===== src/rtl/icache_tag_array_pkg.sv =====
// Shared instruction-cache geometry constants used by the tag array, data array and controller.
package icache_tag_array_pkg;

    localparam int ICACHE_NUM_SETS = 64;
    localparam int ICACHE_INDEX_W  = 6;
    localparam int ICACHE_TAG_W    = 22;
    localparam int ICACHE_WORD_W   = 2;
    // Byte offset within a line: whatever the 32-bit address has left after tag, index and word bits.
    localparam int ICACHE_OFFSET_W = 32 - ICACHE_TAG_W - ICACHE_INDEX_W - ICACHE_WORD_W;

endpackage


===== src/rtl/icache_tag_array.sv =====
// Direct-mapped icache tag store: one tag plus valid bit per set, with a combinational hit,
// single-port tag fill and a one-cycle whole-cache invalidate.
module icache_tag_array
    import icache_tag_array_pkg::*;
#(
    parameter int NUM_SETS = ICACHE_NUM_SETS,
    parameter int INDEX_W  = ICACHE_INDEX_W,
    parameter int TAG_W    = ICACHE_TAG_W
) (
    input  logic               clk,
    input  logic               rst_n,
    input  logic [INDEX_W-1:0] lookup_index,
    input  logic [TAG_W-1:0]   lookup_tag,
    output logic               hit,
    input  logic               update_valid,
    input  logic [INDEX_W-1:0] update_index,
    input  logic [TAG_W-1:0]   update_tag,
    input  logic               flush_all
);

    logic [NUM_SETS-1:0] valid_r;
    logic [TAG_W-1:0]    tag_mem_r [NUM_SETS];
    logic                write_en_s;

    // A fill is only committed when neither reset (rst_n high) nor flush overrides it.
    always_comb begin
        write_en_s = 1'b0;
        if ((update_valid == 1'b1) && (rst_n == 1'b0) && (flush_all == 1'b0)) begin
            write_en_s = 1'b1;
        end else begin
            write_en_s = 1'b0;
        end
    end

    // Valid bits: reset and flush both invalidate everything, otherwise a fill marks its set valid.
    always_ff @(posedge clk) begin
        if (rst_n == 1'b1) begin
            valid_r <= '0;
        end else if (flush_all == 1'b1) begin
            valid_r <= '0;
        end else if (write_en_s == 1'b1) begin
            valid_r[update_index] <= 1'b1;
        end else begin
            valid_r <= valid_r;
        end
    end

    // Tag storage has no reset so it can map onto sync-write/async-read LUTRAM.
    always_ff @(posedge clk) begin
        if (write_en_s == 1'b1) begin
            tag_mem_r[update_index] <= update_tag;
        end
    end

    // Lookup reads the current array state with no bypass from a same-cycle fill.
    always_comb begin
        hit = 1'b0;
        if (valid_r[lookup_index] == 1'b1) begin
            hit = (tag_mem_r[lookup_index] == lookup_tag);
        end else begin
            hit = 1'b0;
        end
    end

endmodule


===== config.mk =====
export PLATFORM = sky130hd
export DESIGN_NAME = icache_tag_array
export DESIGN_NICKNAME = d
export VERILOG_FILES = /design/src/rtl/icache_tag_array_pkg.sv /design/src/rtl/icache_tag_array.sv
export SDC_FILE = /design/constraint.sdc
export NUM_CORES = 1
export LEC_CHECK = 0
export ABC_CLOCK_PERIOD_IN_PS = 7000
export CORE_MARGIN = 2
export CORE_UTILIZATION = 50
export DETAILED_ROUTE_END_ITERATION = 10
export GPL_ROUTABILITY_DRIVEN = 1
export PLACE_DENSITY = 0.66
export SLEW_MARGIN = 15
export SYNTH_ARGS = -nofsm -noshare
export SYNTH_HDL_FRONTEND = slang
export SYNTH_SLANG_ARGS = --single-unit

===== constraint.sdc =====
create_clock -name clk -period 7 [get_ports clk]
set_input_delay 1.75 -clock clk [delete_from_list [all_inputs] [get_ports clk]]
set_output_delay 1.75 -clock clk [all_outputs]
set_load 0.02 [all_outputs]

# [Yosys cells after proc, flatten, opt, wreduce, memory -nomap -nowiden]
# Memory sizes are Yosys's and may differ from the RTL's.
# Cells that the tools add are included.
[op_classes] order_cmp=3 eq_ne=1 muxes=8 bitwise_logic=3 n_reduce_logical=4
[op_table] cell="64-bit OR" count=1
[op_table] cell="22-bit equality test" count=1
[op_table] cell="6-bit by 7-bit < comparator with 1-bit output (second input constant)" count=2
[op_table] cell="1-bit binary-select mux with 6-bit select" count=1
[op_table] cell="1-bit demux with 6-bit select" count=1
[op_table] cell="6-bit by 1-bit greater-or-equal comparator with 1-bit output (second input constant)" count=1
[op_table] cell="1-bit 2-to-1 mux" count=6
[op_table] cell="1-bit logical AND" count=3
[op_table] cell="1-bit inverter" count=2
[op_table] cell="2-bit OR reduction" count=1
[word_totals] register_bits=64 ramBits=1408 inputBits=60 output_inout_bits=1 word_cells=21 mem_count=1
[memory_table] name="tag_mem_r" words=64 width=22 rd=1 rd_clocked_by_memory_dff=0 write_ports=1 line="icache_tag_array.sv:22" source="logic [TAG_W-1:0] tag_mem_r [NUM_SETS];"

# [Logic depth before layout (Yosys ltp)]
[depth] word_depth=6 mapped_depth=14 mapped_depth_nobuf=8

# [Worst setup path before layout]
# OpenSTA, ideal clock, no wires.
[synth_timing] kind="input -> output" start="input lookup_index[0]" end="output hit" t_arrival_ns=4.423 required_time_ns=5.250 setup_slack_ns=0.827 path_stages=11 path_buffers=4 cell_sequence="buf_6 -> buf_4 -> buf_6 -> buf_2 -> mux4_2 -> a22oi_1 -> o2111ai_1 -> mux2i_1 -> a2111oi_2 -> nand4_1 -> nor4_2"
[synth_between] elab_chain_cells=3 elab_cells_between_ends=5 cone_classes="eq/ne (1); mux (3); memory (1)"
[synth_lines] item="start, declared" line="icache_tag_array.sv:12" source="input logic [INDEX_W-1:0] lookup_index,"
[synth_lines] item="memory read 64 x 22 bit or 1-bit binary-select mux with 6-bit select (tied branches)"
[synth_lines] item="22-bit equality test or 1-bit 2-to-1 mux (tied branches)" line="icache_tag_array.sv:59, icache_tag_array.sv:58"
[synth_lines] item="1-bit 2-to-1 mux (*)" line="icache_tag_array.sv:58" source="if (valid_r[lookup_index] == 1'b1) begin"
[synth_lines] item="end, declared" line="icache_tag_array.sv:14" source="output logic hit,"
# Every way passes the cells marked *; elsewhere a longest branch is shown, timed or not. The select of a mux whose other input is x is not followed.

# [Final worst setup path]
[layout_timing] start="input lookup_index[5]" end="output hit"
# The elaborated chain is that of the path after synthesis.

==> results_dict.tcl <==
set metrics [dict create \
    status "finished, violations left" \
    violations "negative setup slack" \
    finalNetCount 3124 \
    tightest_slew_ns 1.08 \
    dp.cells 4376 \
    finalWorstSetupSlack_ns -0.0565 \
    clock_skew_ns 0 \
    synth_common_cells "edfxtp_1, mux4_2, mux2i_1, a22oi_1, nor2_1" \
    r2r_slack_ns 6.38 \
    reg2reg_to "valid_r[5]" \
    yosysMostFrequentCell "edfxtp_1" \
    cts_root_buf "clkbuf_16" \
    cp_slowest_cell "nor2_1" \
    ys_ff_latch 1472 \
    cp-startpoint "lookup_index[5]" \
    grt_start_max_net_pins 65 \
    netlist_top_cells_area "edfxtp_1, mux4_2, mux2i_1" \
    row_count 123 \
    port-buffer-count 60 \
    ant_nets 0 \
    synth_warnings 0 \
    grt-ovfl-total 0 \
    via_per_inst 6.49 \
    cp.depth 11 \
    clock_latency_ns 0.73 \
    layoutNonFillerInstCount 4688 \
    netlist_instances 2735 \
    drt_iter0_drc 4842 \
    drt_pass1_iterations 6 \
    fin_area_um2 66100 \
    worstPathMaxFanout 16 \
    grt_pass1_wl_um 229000 \
    power_density_nw_per_um2 279 \
    fin_setup_tns_ns -0.0565 \
    initial_core_util_pct 50.5 \
    drive_gt1_share_pct 29.6 \
    cp-start-kind "input port" \
    cts_buffers 147 \
    async_flop_share_pct 0 \
    placed_area_um2 60600 \
    top_signal_layer_used "met5" \
    cp.buffers_inverters 4 \
    worstPathArrival_ns 5.31 \
    die_x_um 341 \
    cts_max_path_buffers 3 \
    setup_viol_count_final 1 \
    hold_violations 0 \
    synth_top_cell_by_area "edfxtp_1" \
    clock_sinks 1472 \
    drv_cap 0 \
    fmax_mhz 142 \
    slowest_delay_ns 0.66 \
    crit_end "hit" \
    cellLeakagePower_nw 21.4 \
    wl_met3_um 17000 \
    netlist_area_um2 56900 \
    grt_usage_pct 28.3 \
    gp_congestion 0.967 \
    wl_per_cell_um 35.0 \
    criticalPathCategory "in -> out" \
    cts_tree "built" \
    route.detailed.drc 0 \
    die_h_um 341 \
    max_slew_margin_pct 27.7 \
    worstPathCellList "buf_2 -> buf_4 -> nor2_1 -> nand4_1 -> o311ai_1 -> nor3_1 -> nor4_2 -> nand4_1 -> nor4_4 -> buf_4 -> buf_12" \
    boundaryPins 61 \
    end_kind "primary output" \
    dieArea_um2 117000 \
    maxSlewViolCount 0 \
    vias 30400 \
    irDropWorstVdd_mv 0.218 \
    synth_edf_count 1408 \
    final_core_utilization_pct 58.7 \
    power_mw 18.4 \
    ys.flop_type "edfxtp_1" \
    wirelength_um 164000 \
    synth_top_area_share_pct 74.3 \
    finalCritPeriodShare_pct 101 \
    seq_area_frac_synth_pct 76.5 \
    routed-wl-met2_um 78000 \
    min_period_ns 7.06 \
    crit_required_ns 5.25 \
    htree_levels 4 \
    area_growth_syn_to_layout_pct 16.2 \
    syn_nets 2795 \
    antenna_found_initial 6 \
    hpwl_um 99400 \
    r2r_start "valid_r[5]" \
    holdCritPathClass "reg -> reg" \
    core_area_um2 113000 \
    crit_family "simple AND/OR/NAND/NOR gates" \
    rsz0062_at_grt "no" \
    hold_slack_ns 0.465 \
    drt-met1-wl_um 61800 \
    hp-start "valid_r[18]" \
    synth.distinct_cells 64 \
    dp_slack_ns -0.834 \
    first_global_vias 29700 \
    syn_area_per_cell_um2 20.8 \
    ff2ff_path_depth 1 \
    clkTransAtPathRegs_ns 0.06 \
]
metal layers:
layer / GRT usage [%] / up-vias
li1: - / 12100
met1: 38.8 / 16000
met2: 44.6 / 1917
met3: 5.87 / 359
met4: 11.8 / 4
met5: 0 / -
placed cells by master, fill, tap and decap left out, types with 8 or more instances in the layout:
cell             instances
a21oi_1                 23
a221oi_1                19
a22o_1                   9
a22oi_1                 92
a31oi_1                 10
buf_12                  24
buf_16                   8
buf_2                   22
buf_4                  233
buf_6                    9
bufinv_16                8
clkbuf_1                43
clkbuf_16              153
clkbuf_8                11
clkdlybuf4s50_1         31
clkinv_1                23
clkinv_2                22
dfxtp_1                 64
edfxtp_1              1408
mux2_2                  15
mux2i_1                136
mux4_2                 307
nand2_1                 79
nand2b_1                14
nand3_1                 41
nand4_1                 11
nor2_1                  26
nor2_2                  60
nor2b_1                  9
nor3_1                  10
o21a_1                  65
o21ai_0                 22
o22ai_1                 14
xnor2_1                 10
xor2_1                   8
worst min path at each step:
stage                        to  slack (ns)  depth (start not counted)
floorplan           valid_r[10]        0.44                          1
global placement    valid_r[50]        0.44                          1
detailed placement  valid_r[13]        0.45                          1
CTS                 valid_r[18]        0.47                          1
global route        valid_r[48]        0.48                          1
finish              valid_r[18]        0.47                          1
power breakdown:
| part | total [mW] | switching [mW] | internal, mW |
|---|---|---|---|
| clock network | 7.68 | 3.26 | 4.42 |
| registers | 9.66 | 0.00438 | 9.66 |
| logic | 1.10 | 0.690 | 0.407 |
| total | 18.4 | 3.96 | 14.5 |
final cells by class:
class	instances	area (µm²)
Multi-Input combinational cell	1104	12800
Sequential cell	1472	43600
Timing Repair Buffer	333	3120
Antenna cell	2	5.00
Clock buffer	206	4120
Tap cell	1500	1880
Clock inverter	65	593
Fill cell	8136	46500
Inverter	6	26.3
registers in the layout (all words and copies together) (netlist names):
signal     count
tag_mem_r   1408
valid_r       64
logic make-up after synthesis:
kind of cell              count (synthesis)  share of synthesized area [%]
AOI/OAI and AO/OA                       315                           4.04
DFF                                    1472                           76.5
and+or+nand+nor                         311                           2.62
muxes                                   459                           14.8
buffers and inverters                   159                           1.69
xor gates and xnor gates                 19                          0.292
what timing repair did:
item                                    in CTS  in global routing
hold endpoints to repair                     0                  0
gates cloned                                 5                  1
pin swaps                                   10                 10
endpoints found under the setup margin       1                  1
hold buffers                                 0                  0
buffers inserted                            17                 16
resized for setup                           41                 30
No activity file was read; power rests on OpenSTA's default activity.
